$ cat config.mk
export PLATFORM = sky130hd
export DESIGN_NAME = updi_tx_phy
export DESIGN_NICKNAME = d
export VERILOG_FILES = /design/src/rtl/updi_pkg.sv /design/src/rtl/updi_bit_timer.sv /design/src/rtl/updi_tx_phy.sv
export SDC_FILE = /design/constraint.sdc
export NUM_CORES = 1
export LEC_CHECK = 0
export CORE_MARGIN = 1.5
export CORE_UTILIZATION = 56
export CTS_BUF_LIST = sky130_fd_sc_hd__clkbuf_4
export DETAILED_ROUTE_END_ITERATION = 16
export GPL_TIMING_DRIVEN = 0
export HOLD_SLACK_MARGIN = 0.02
export MAX_ROUTING_LAYER = met4
export PLACE_DENSITY = 0.79
export RECOVER_POWER = 100
export SYNTH_ARGS = -nofsm -noshare
export SYNTH_HDL_FRONTEND = slang
export SYNTH_SLANG_ARGS = --single-unit
$ cat constraint.sdc
create_clock -name clk -period 1.9 [get_ports clk]
set_input_delay 0.38 -clock clk [delete_from_list [all_inputs] [get_ports clk]]
set_output_delay 0.38 -clock clk [all_outputs]
set_load 0.02 [all_outputs]
$ cat src/rtl/updi_pkg.sv
// rtl/updi_pkg.sv - shared types and constants for the UPDI transmit path
package updi_pkg;

    typedef enum logic [2:0] {
        IDLE   = 3'd0,
        START  = 3'd1,
        DATA   = 3'd2,
        PARITY = 3'd3,
        STOP1  = 3'd4,
        STOP2  = 3'd5,
        GUARD  = 3'd6
    } updi_tx_state_t;

    localparam int         UPDI_FRAME_BITS = 12;
    localparam int         UPDI_STOP_BITS  = 2;
    localparam logic [7:0] UPDI_SYNC       = 8'h55;

endpackage

$ cat src/rtl/updi_bit_timer.sv
// rtl/updi_bit_timer.sv - UPDI baud counter producing per-bit strobes
//
// Ports:
//   clk      in   system clock
//   rst      in   synchronous active-high reset
//   run      in   counter runs while high; held at 0 while low
//   bit_end  out  high on the last cycle of every CLKS_PER_BIT-cycle bit
//   pre_end  out  high on the cycle before bit_end (lets the caller register
//                 strobes that must coincide with bit_end)
module updi_bit_timer #(
    parameter int CLKS_PER_BIT = 10
) (
    input  logic clk,
    input  logic rst,
    input  logic run,
    output logic bit_end,
    output logic pre_end
);

    localparam int CW = (CLKS_PER_BIT > 2) ? $clog2(CLKS_PER_BIT) : 1;

    logic [CW-1:0] r_cnt;

    // Holding the count at 0 while idle means the first bit after run rises
    // is a full CLKS_PER_BIT cycles long.
    always_ff @(posedge clk) begin
        if (rst || !run) begin
            r_cnt <= '0;
        end else if (r_cnt == CW'(CLKS_PER_BIT - 1)) begin
            r_cnt <= '0;
        end else begin
            r_cnt <= r_cnt + 1'b1;
        end
    end

    assign bit_end = run && (r_cnt == CW'(CLKS_PER_BIT - 1));
    assign pre_end = run && (r_cnt == CW'(CLKS_PER_BIT - 2));

endmodule

$ cat src/rtl/updi_tx_phy.sv
// rtl/updi_tx_phy.sv - UPDI transmit PHY: 1 start, 8 data LSB-first, even parity, 2 stop
//
// Optional feature macro: UPDI_TX_GUARD_EN (adds GUARD_BITS idle-high bits after each frame).
//
// Ports:
//   clk, rst             clock, synchronous active-high reset
//   tx_data/valid/ready  byte input handshake
//   brk_busy, brk_pulse  break generator busy flag and line level
//   busy                 frame or break in progress
//   tx_done              1-cycle strobe on the last cycle of a frame
//   tx_abort             1-cycle strobe when a break kills a frame
//   updi_tx, updi_oe     line level and driver enable
module updi_tx_phy
    import updi_pkg::*;
#(
    parameter int CLKS_PER_BIT = 10,
    parameter int GUARD_BITS   = 2
) (
    input  logic       clk,
    input  logic       rst,
    input  logic [7:0] tx_data,
    input  logic       tx_valid,
    output logic       tx_ready,
    input  logic       brk_busy,
    input  logic       brk_pulse,
    output logic       busy,
    output logic       tx_done,
    output logic       tx_abort,
    output logic       updi_tx,
    output logic       updi_oe
);

    // The bit index counts data bits and, with the guard, guard bits.
    localparam int IDX_W = (GUARD_BITS > 8) ? $clog2(GUARD_BITS) : 3;

    updi_tx_state_t   r_state, w_state_next;
    logic [7:0]       r_shift, w_shift_next;
    logic             r_par, w_par_next;
    logic [IDX_W-1:0] r_idx, w_idx_next;
    logic             r_tx_ready, r_busy, r_tx_done, r_tx_abort, r_updi_tx, r_updi_oe;
    logic             w_bit_end, w_pre_end, w_accept, w_last_pre, w_abort, w_level;

    updi_bit_timer #(.CLKS_PER_BIT(CLKS_PER_BIT)) u_timer (
        .clk     (clk),
        .rst     (rst),
        .run     (r_state != IDLE),
        .bit_end (w_bit_end),
        .pre_end (w_pre_end)
    );

    // A break arriving on the handshake edge wins; the byte is not taken.
    assign w_accept = tx_valid && r_tx_ready && !brk_busy;

    // Next cycle is the final cycle of the frame: tx_done and tx_ready are
    // raised for that cycle so a held tx_valid chains frames without a gap.
`ifdef UPDI_TX_GUARD_EN
    assign w_last_pre = !brk_busy && w_pre_end && (r_state == GUARD) &&
                        (r_idx == IDX_W'(GUARD_BITS - 1));
`else
    assign w_last_pre = !brk_busy && w_pre_end && (r_state == STOP2);
`endif

    // r_tx_done marks the final cycle; a break then does not count as an abort.
    assign w_abort = brk_busy && (r_state != IDLE) && !r_tx_done;

    always_comb begin
        w_state_next = r_state;
        w_shift_next = r_shift;
        w_par_next   = r_par;
        w_idx_next   = r_idx;
        w_level      = 1'b1;
        if (brk_busy) begin
            w_state_next = IDLE;
        end else begin
            case (r_state)
                IDLE: if (w_accept) w_state_next = START;
                START: if (w_bit_end) begin
                    w_state_next = DATA;
                    w_idx_next   = '0;
                end
                DATA: if (w_bit_end) begin
                    w_shift_next = {1'b0, r_shift[7:1]};
                    if (r_idx == IDX_W'(7)) begin
                        w_state_next = PARITY;
                        w_idx_next   = '0;
                    end else begin
                        w_idx_next = r_idx + 1'b1;
                    end
                end
                PARITY: if (w_bit_end) w_state_next = STOP1;
                STOP1:  if (w_bit_end) w_state_next = STOP2;
`ifdef UPDI_TX_GUARD_EN
                STOP2: if (w_bit_end) begin
                    w_state_next = GUARD;
                    w_idx_next   = '0;
                end
                GUARD: if (w_bit_end) begin
                    if (r_idx == IDX_W'(GUARD_BITS - 1)) begin
                        w_state_next = w_accept ? START : IDLE;
                    end else begin
                        w_idx_next = r_idx + 1'b1;
                    end
                end
`else
                STOP2: if (w_bit_end) w_state_next = w_accept ? START : IDLE;
`endif
                default: w_state_next = IDLE;
            endcase
            if (w_accept) begin
                w_shift_next = tx_data;
                w_par_next   = ^tx_data;
            end
        end
        // Line level is registered from the next state so it changes on the
        // same edge as the state.
        case (w_state_next)
            START:   w_level = 1'b0;
            DATA:    w_level = w_shift_next[0];
            PARITY:  w_level = w_par_next;
            default: w_level = 1'b1;
        endcase
    end

    always_ff @(posedge clk) begin
        if (rst) begin
            r_state    <= IDLE;
            r_shift    <= '0;
            r_par      <= 1'b0;
            r_idx      <= '0;
            r_updi_tx  <= 1'b1;
            r_updi_oe  <= 1'b0;
            r_tx_ready <= 1'b0;
            r_busy     <= 1'b0;
            r_tx_done  <= 1'b0;
            r_tx_abort <= 1'b0;
        end else begin
            r_state    <= w_state_next;
            r_shift    <= w_shift_next;
            r_par      <= w_par_next;
            r_idx      <= w_idx_next;
            r_updi_tx  <= brk_busy ? brk_pulse : w_level;
            r_updi_oe  <= brk_busy || (w_state_next != IDLE);
            r_busy     <= brk_busy || (w_state_next != IDLE);
            r_tx_ready <= !brk_busy && ((w_state_next == IDLE) || w_last_pre);
            r_tx_done  <= w_last_pre;
            r_tx_abort <= w_abort;
        end
    end

    assign tx_ready = r_tx_ready;
    assign busy     = r_busy;
    assign tx_done  = r_tx_done;
    assign tx_abort = r_tx_abort;
    assign updi_tx  = r_updi_tx;
    assign updi_oe  = r_updi_oe;

endmodule
* Word-level counts from Yosys, hierarchy flattened
Index checks and enable logic that the tools add are counted.
** Storage, ports and cells
- Output and inout port bits :: 6
- Register bits after elaboration :: 24
- Bits of input ports :: 13
** Operators by class
- Add/sub/neg operators :: 2
- Muxes and demuxes :: 22
- Bitwise gates (word level) :: 1
- Equality and inequality tests :: 13
- Reduce and logical (&&, ||, !) cells :: 26
** Operator list (number)
- $mux W3 :: 11
- $mux W8 :: 3
- $pmux W3 S6 :: 1
- $eq A3 B2 Y1 const B :: 4
- $eq A3 B3 Y1 const B :: 3
- $logic_and A1 B1 Y1 :: 9
- $eq A4 B4 Y1 const B :: 2
- $reduce_xor A8 Y1 :: 1
- $eq A3 B1 Y1 const B :: 2
- $logic_not A3 Y1 :: 2
- $pmux W3 S2 :: 1
- $reduce_bool A2 Y1 :: 3
- $reduce_bool A3 Y1 :: 2
- $mux W1 :: 5
- $add A4 B1 Y4 const B :: 1
- $ne A2 B1 Y1 const B :: 2
- $reduce_and A4 Y1 :: 1
- $add A3 B1 Y3 const B :: 1
- $logic_not A1 Y1 :: 3
- $logic_or A1 B1 Y1 :: 3
- $pmux W1 S3 :: 1
- $reduce_and A3 Y1 :: 1
- $reduce_or A2 Y1 :: 1
- $not A1 Y1 :: 1

* Logic depth before layout (Yosys ltp)
- Word-level depth :: 9
- Gate-level depth with buffers :: 8

* Modules after synthesis
Synthesis repeated with hierarchy kept, for this count alone.
** Second synthesis, totals
- Cells, all modules :: 141
- Area total of the unflattened synthesis :: 1262.5 um2
** Modules (own cells, without submodules)
- updi_tx_phy :: area an instance 1064.8 um2, cells each 119, instances 1, sequential area each 400.4 um2
- updi_bit_timer :: area an instance 197.7 um2, cells each 22, instances 1, sequential area each 80.1 um2

* Least setup slack after synthesis
OpenSTA, ideal clock, no wires.
- Kind :: register to register
- From :: register r_idx[0]
- To :: register r_updi_oe, in the netlist updi_oe
- Path slack :: 110 ps
- Cell stages (with the launch flop) :: 8
- Path buffers :: 0
- Arrival time :: 1675 ps
- Cell sequence :: dfxtp_1 -> ha_1 -> ha_1 -> and3b_1 -> and3_1 -> a211o_1 -> a21o_1 -> o21ba_2
** On the way
- Cells in the longest elaborated chain, start to end :: 7
** Ends and longest elaborated chain
- start: declaration :: RTL line updi_tx_phy.sv:39 : logic [IDX_W-1:0] r_idx, w_idx_next;
- start signal: assignment :: RTL line updi_tx_phy.sv:140 : r_idx <= w_idx_next;
- $eq A3 B3 Y1 :: RTL line updi_tx_phy.sv:83 : if (r_idx == IDX_W'(7)) begin
- $mux W3 :: RTL line updi_tx_phy.sv:83
- $mux W3 :: RTL line updi_tx_phy.sv:81 : DATA: if (w_bit_end) begin
- $pmux W3 S6 :: RTL line updi_tx_phy.sv:75 : case (r_state)
- $mux W3 :: RTL line updi_tx_phy.sv:72 : if (brk_busy) begin
- $reduce_bool A3 Y1 :: RTL line updi_tx_phy.sv:142 : r_updi_oe <= brk_busy || (w_state_next != IDLE);
- $logic_or A1 B1 Y1 :: RTL line updi_tx_phy.sv:142
- end signal: assignment :: RTL line updi_tx_phy.sv:142
- end: declaration :: RTL line updi_tx_phy.sv:40 : logic r_tx_ready, r_busy, r_tx_done, r_tx_abort, r_updi_tx, r_updi_oe;
Every way passes these cells.
A chain may end at the register's enable or synchronous reset.

* Worst setup path in the final report
- From :: register u_timer.r_cnt[0]
- To :: register r_updi_tx, in the netlist updi_tx
** On the way
- Cells in the longest elaborated chain, start to end :: 8
- Elaborated cells between the ends (all ways) :: 18
- Classes of those cells :: eq/ne (4); mux (13); reduce/logical (1)
** Ends and longest elaborated chain
- start: declaration :: RTL line updi_bit_timer.sv:22 : logic [CW-1:0] r_cnt;
- start signal: assignment :: RTL line updi_bit_timer.sv:32 : r_cnt <= r_cnt + 1'b1;
- $eq A4 B4 Y1 (*) :: RTL line updi_bit_timer.sv:36 : assign bit_end = run && (r_cnt == CW'(CLKS_PER_BIT - 1));
- $logic_and A1 B1 Y1 (*) :: RTL line updi_bit_timer.sv:36
- $mux W3, or another cell as far along :: RTL line updi_tx_phy.sv:105 : STOP2: if (w_bit_end) w_state_next = w_accept ? START : IDLE;
- $pmux W3 S6 or $mux W8 (tied branches) :: RTL line updi_tx_phy.sv:75
- $mux W3 or $mux W8 (tied branches) :: RTL line updi_tx_phy.sv:72, updi_tx_phy.sv:109
- $eq A3 B2 Y1, or another cell as far along :: RTL line updi_tx_phy.sv:116 : case (w_state_next)
- $pmux W1 S3 (*) :: RTL line updi_tx_phy.sv:116
- $mux W1 (*) :: RTL line updi_tx_phy.sv:141 : r_updi_tx <= brk_busy ? brk_pulse : w_level;
- end signal: assignment :: RTL line updi_tx_phy.sv:141
- end: declaration :: RTL line updi_tx_phy.sv:40
Mark *: on every way between the ends. The rest lies on a longest branch, timed or not. The select of a mux whose other input is x is not followed.

==> results by stage <==
Critical path:
- The critical register-to-register path startpoint is u_timer.r_cnt[0]$_SDFF_PP0_.
- The element type at the critical path end is a register.
- Together, buffers and inverters on the worst path number 1.
- Traced cell by cell, the critical path runs through ha_4 -> and3b_1 -> buf_6 -> mux2i_4 -> nor3_2 -> or4_1 -> nand3_1.
- The largest individual stage delay along the critical path comes from the cell or4_1.
- The source of the critical timing path is u_timer.r_cnt[0]$_SDFF_PP0_.
- For this run, the slowest stage of the critical path takes 0.50 ns.
- By startpoint and endpoint, the worst setup path is classified as register to register.
- For the worst setup path, the data arrival time is about 2.1 ns.
- The data required time at the worst endpoint is approximately 2.2 ns.
- STA classifies the critical path startpoint as a register.
- The largest fanout on the critical path is 9.
- The kind of cell with the highest combined delay along the critical path is simple AND/OR/NAND/NOR gates.

Detailed routing:
- Across all layers, the routed design uses between 1000 and 1500 vias.
- The routed length per placed instance is between 15 and 20 um.
- The number of search-and-repair iterations in the first detailed-routing pass is 4.
- After detailed routing, the number of vias per cell comes to 6.23.
- The DRC violations left is 0.
- The antenna violation net count after detailed routing is 0.
- The initial DRC count is 63.
- Summed over all layers, the routed wires come to about 3400 um.

Power:
- The total design power is about 0.0010 W.
- For this design the ratio of total power to cell area is ~600 nW/um^2.
- Summed over all cells, the static leakage comes to around 0.63 nW.
- VDD sags by at most around 540 uV.

Global routing:
- The via count of the first global-routing pass is 1164.
- The met1 track utilization from global routing is 0.361.
- The number of antenna violations at the first check in global routing was 0.
- For this run the aggregate overflow at the end of global routing stands at 0.
- The first global-routing pass estimated roughly 5500 um of wire.
- In the global route stage, met2 resource usage came out at 0.448.
- The global-route met3 utilization is 0.0429.
- The pin count of the biggest net entering global routing is 15.
- The layer flagged by global routing as most heavily used is met2.
- In the global route stage, overall resource usage came out at 0.277.

Timing:
- The relative slew slack is 0.700.
- The number of endpoints failing setup at the final stage is 0.
- The actual slew at the worst max-slew pin is 0.449 ns.
- The final-report max-slew violation count is 0.
- The portion of the clock cycle consumed by the worst path in the final layout is 0.985.
- For the final database, setup skew stands at approximately 0.00095 ns.
- The worst slack on hold paths is around 0.45 ns.
- Timing would allow up to about 530 MHz.
- The final period demand of the worst path is ~1.9 ns.
- Setup total negative slack on the finished layout was measured at 0 ns.
- The final number of hold-violating endpoints came to 0.

Floorplanning:
- The die height is approximately 52 um.
- Row generation in the floorplan step produced 17 rows.
- The count of boundary I/O pins is 19.
- The die covers 2750 um^2.
- Measured along the x axis, the die boundary spans between 50 and 60 um.
- The initial standard-cell utilization of the core is 0.606.
- The placeable core area is 2250 um^2.

Cells and area:
- Leaving out fill and tap cells, the most frequent cell in the layout is nor2_1.
- The final instance area is 1710 um^2.
- The final net count is between 200 and 250.
- The synthesis-to-finish area growth is 25.1%.
- The count of antenna diodes in the layout is 0.
- The area occupied by registers is between 400 and 500 um^2.
- The ratio of cells with drive above 1 in the final layout is 0.196.
- The top cell types in the final layout, fill and taps aside, are nor2_1 (26), dfxtp_1 (20), clkdlybuf4s50_1 (16), nor3_1 (9), xnor2_1 (8).
- The final-layout fill cell count is between 150 and 200.
- The multi-input gate area in the final layout is 855 um^2.

Synth:
- The leading register cell type out of synthesis is dfxtp_1.
- For this run, the number of Yosys warnings is 0.
- The mapped netlist covers 1370 um^2.
- Dividing the synthesized area by the synthesized cell count gives ~8.6 um^2.
- The number of synthesized flops with an enable pin is 0.
- The proportion of synthesized chip area in sequential cells is 0.352.
- The flip-flop and latch count after synthesis is 24.
- Counting distinct cell types in the post-synthesis netlist gives 44.
- Synthesis produced between 150 and 200 cells.
- Counting every net in the synthesized netlist gives 177.
- After synthesis, the share of flip-flops with an asynchronous set or reset is 0.

CTS:
- Clock latency on the worst-skew pair, taken at its later pin, is about 0.32 ns.
- CTS saw 24 sinks.
- The CTS tree is done.
- Clock-pin slew was measured on the worst setup and hold paths at 0.13 ns.
- In this run the number of H-tree levels came out at 1.
- The cell sitting at the root of the clock tree is a clkbuf_4.
- The deepest clock path buffer count is 2.
- The number of clock buffers inserted by TritonCTS is 3.
- Hold repair after CTS inserted 0 buffers.

Placed design:
- The global placer's final weighted congestion is about 0.9.
- The placed instances occupy a cell area of roughly 1600 um^2.
- After legalization and detailed placement, the total HPWL measured about 2300 um.
- During placement, the flow inserted port buffers numbering 16.

Worst hold path:
- The worst hold path belongs to the class register to register.
- In this run the most critical hold path is launched from tx_done$_SDFF_PP0_.

Job:
- Max-cap violations in this run came to 0.

Outcome:
- The run finished with clean final reports.
==> final cells by class <==
class                           count  area share
Multi-Input combinational cell    117       0.500
Sequential cell                    24       0.284
Timing Repair Buffer               21       0.113
Buffer                             12      0.0381
Tap cell                           28      0.0205
Clock inverter                      1      0.0176
Clock buffer                        3      0.0132
Inverter                            6      0.0132
==> through the flow <==
stage	instances	util	setup WS [ns]
2_1_floorplan	159	-	0.110
3_3_place_gp	203	0.693	-0.322
3_5_place_dp	203	0.693	-0.419
4_1_cts	208	0.737	0.000391
5_1_grt	212	0.758	-0.0254
6_report	212	0.758	0.0288
==> cells by family after synthesis <==
| family | after synthesis | synth area share |
|---|---|---|
| simple gates | 66 | 0.267 |
| compound gates | 33 | 0.178 |
| flops | 24 | 0.352 |
| buf+inv | 18 | 0.0623 |
| xor+xnor | 10 | 0.0641 |
| fa+ha+maj | 5 | 0.0458 |
| mux | 3 | 0.0311 |
==> registers in the layout, indices dropped and copies added, names as in the netlist <==
name / flops
updi_oe: 1
tx_ready: 1
u_timer.r_cnt: 4
r_state: 3
tx_abort: 1
updi_tx: 1
r_par: 1
tx_done: 1
r_idx: 3
r_shift: 8
==> power by group <==
group	internal [W]	switching, W	total, W
sequential	0.000514	0.00000699	0.000521
clock	0.000213	0.000155	0.000368
combinational	0.0000685	0.0000677	0.000136
==> path summary, 6_finish.rpt <==
kind,slack [ns],cells past startpoint,endpoint
worst max-delay path,0.03,7,updi_tx$_SDFF_PP1_
worst min-delay path,0.45,1,tx_abort$_SDFF_PP0_
worst max register to register,0.03,7,updi_tx$_SDFF_PP1_
worst min register to register,0.45,1,tx_abort$_SDFF_PP0_
==> synth_stat cells (2+ instances only) <==
master	instances	share of area
nand2_1	4	0.011
o221ai_1	3	0.019
xor2_1	2	0.013
clkbuf_1	5	0.014
xnor2_1	8	0.051
dfxtp_1	24	0.35
a211oi_1	3	0.016
nor2_1	26	0.071
nand3b_1	2	0.011
inv_1	6	0.016
nor3b_1	2	0.011
ha_1	5	0.046
nand3_1	4	0.015
nor3_1	9	0.033
and3_1	4	0.018
a221oi_1	7	0.045
buf_2	4	0.015
a31oi_1	2	0.0092
o21ai_0	4	0.015
nand4b_1	3	0.019
and3b_1	3	0.019
mux2i_1	2	0.015
a21oi_1	5	0.018
or4_1	2	0.011
==> per-layer routing <==
metal,wire (um),share of wire
met4,90,0.026
met3,293,0.085
met2,1600,0.47
met1,1450,0.42
met5,0,0
==> repair_timing <==
action                                  in CTS  in global routing
gates resized for setup                     12                  8
pin swaps                                    1                  2
setup buffers                                1                  4
endpoints found under the setup margin       9                  6
gates cloned                                 0                  0
No activity file was read; power rests on OpenSTA's default activity.
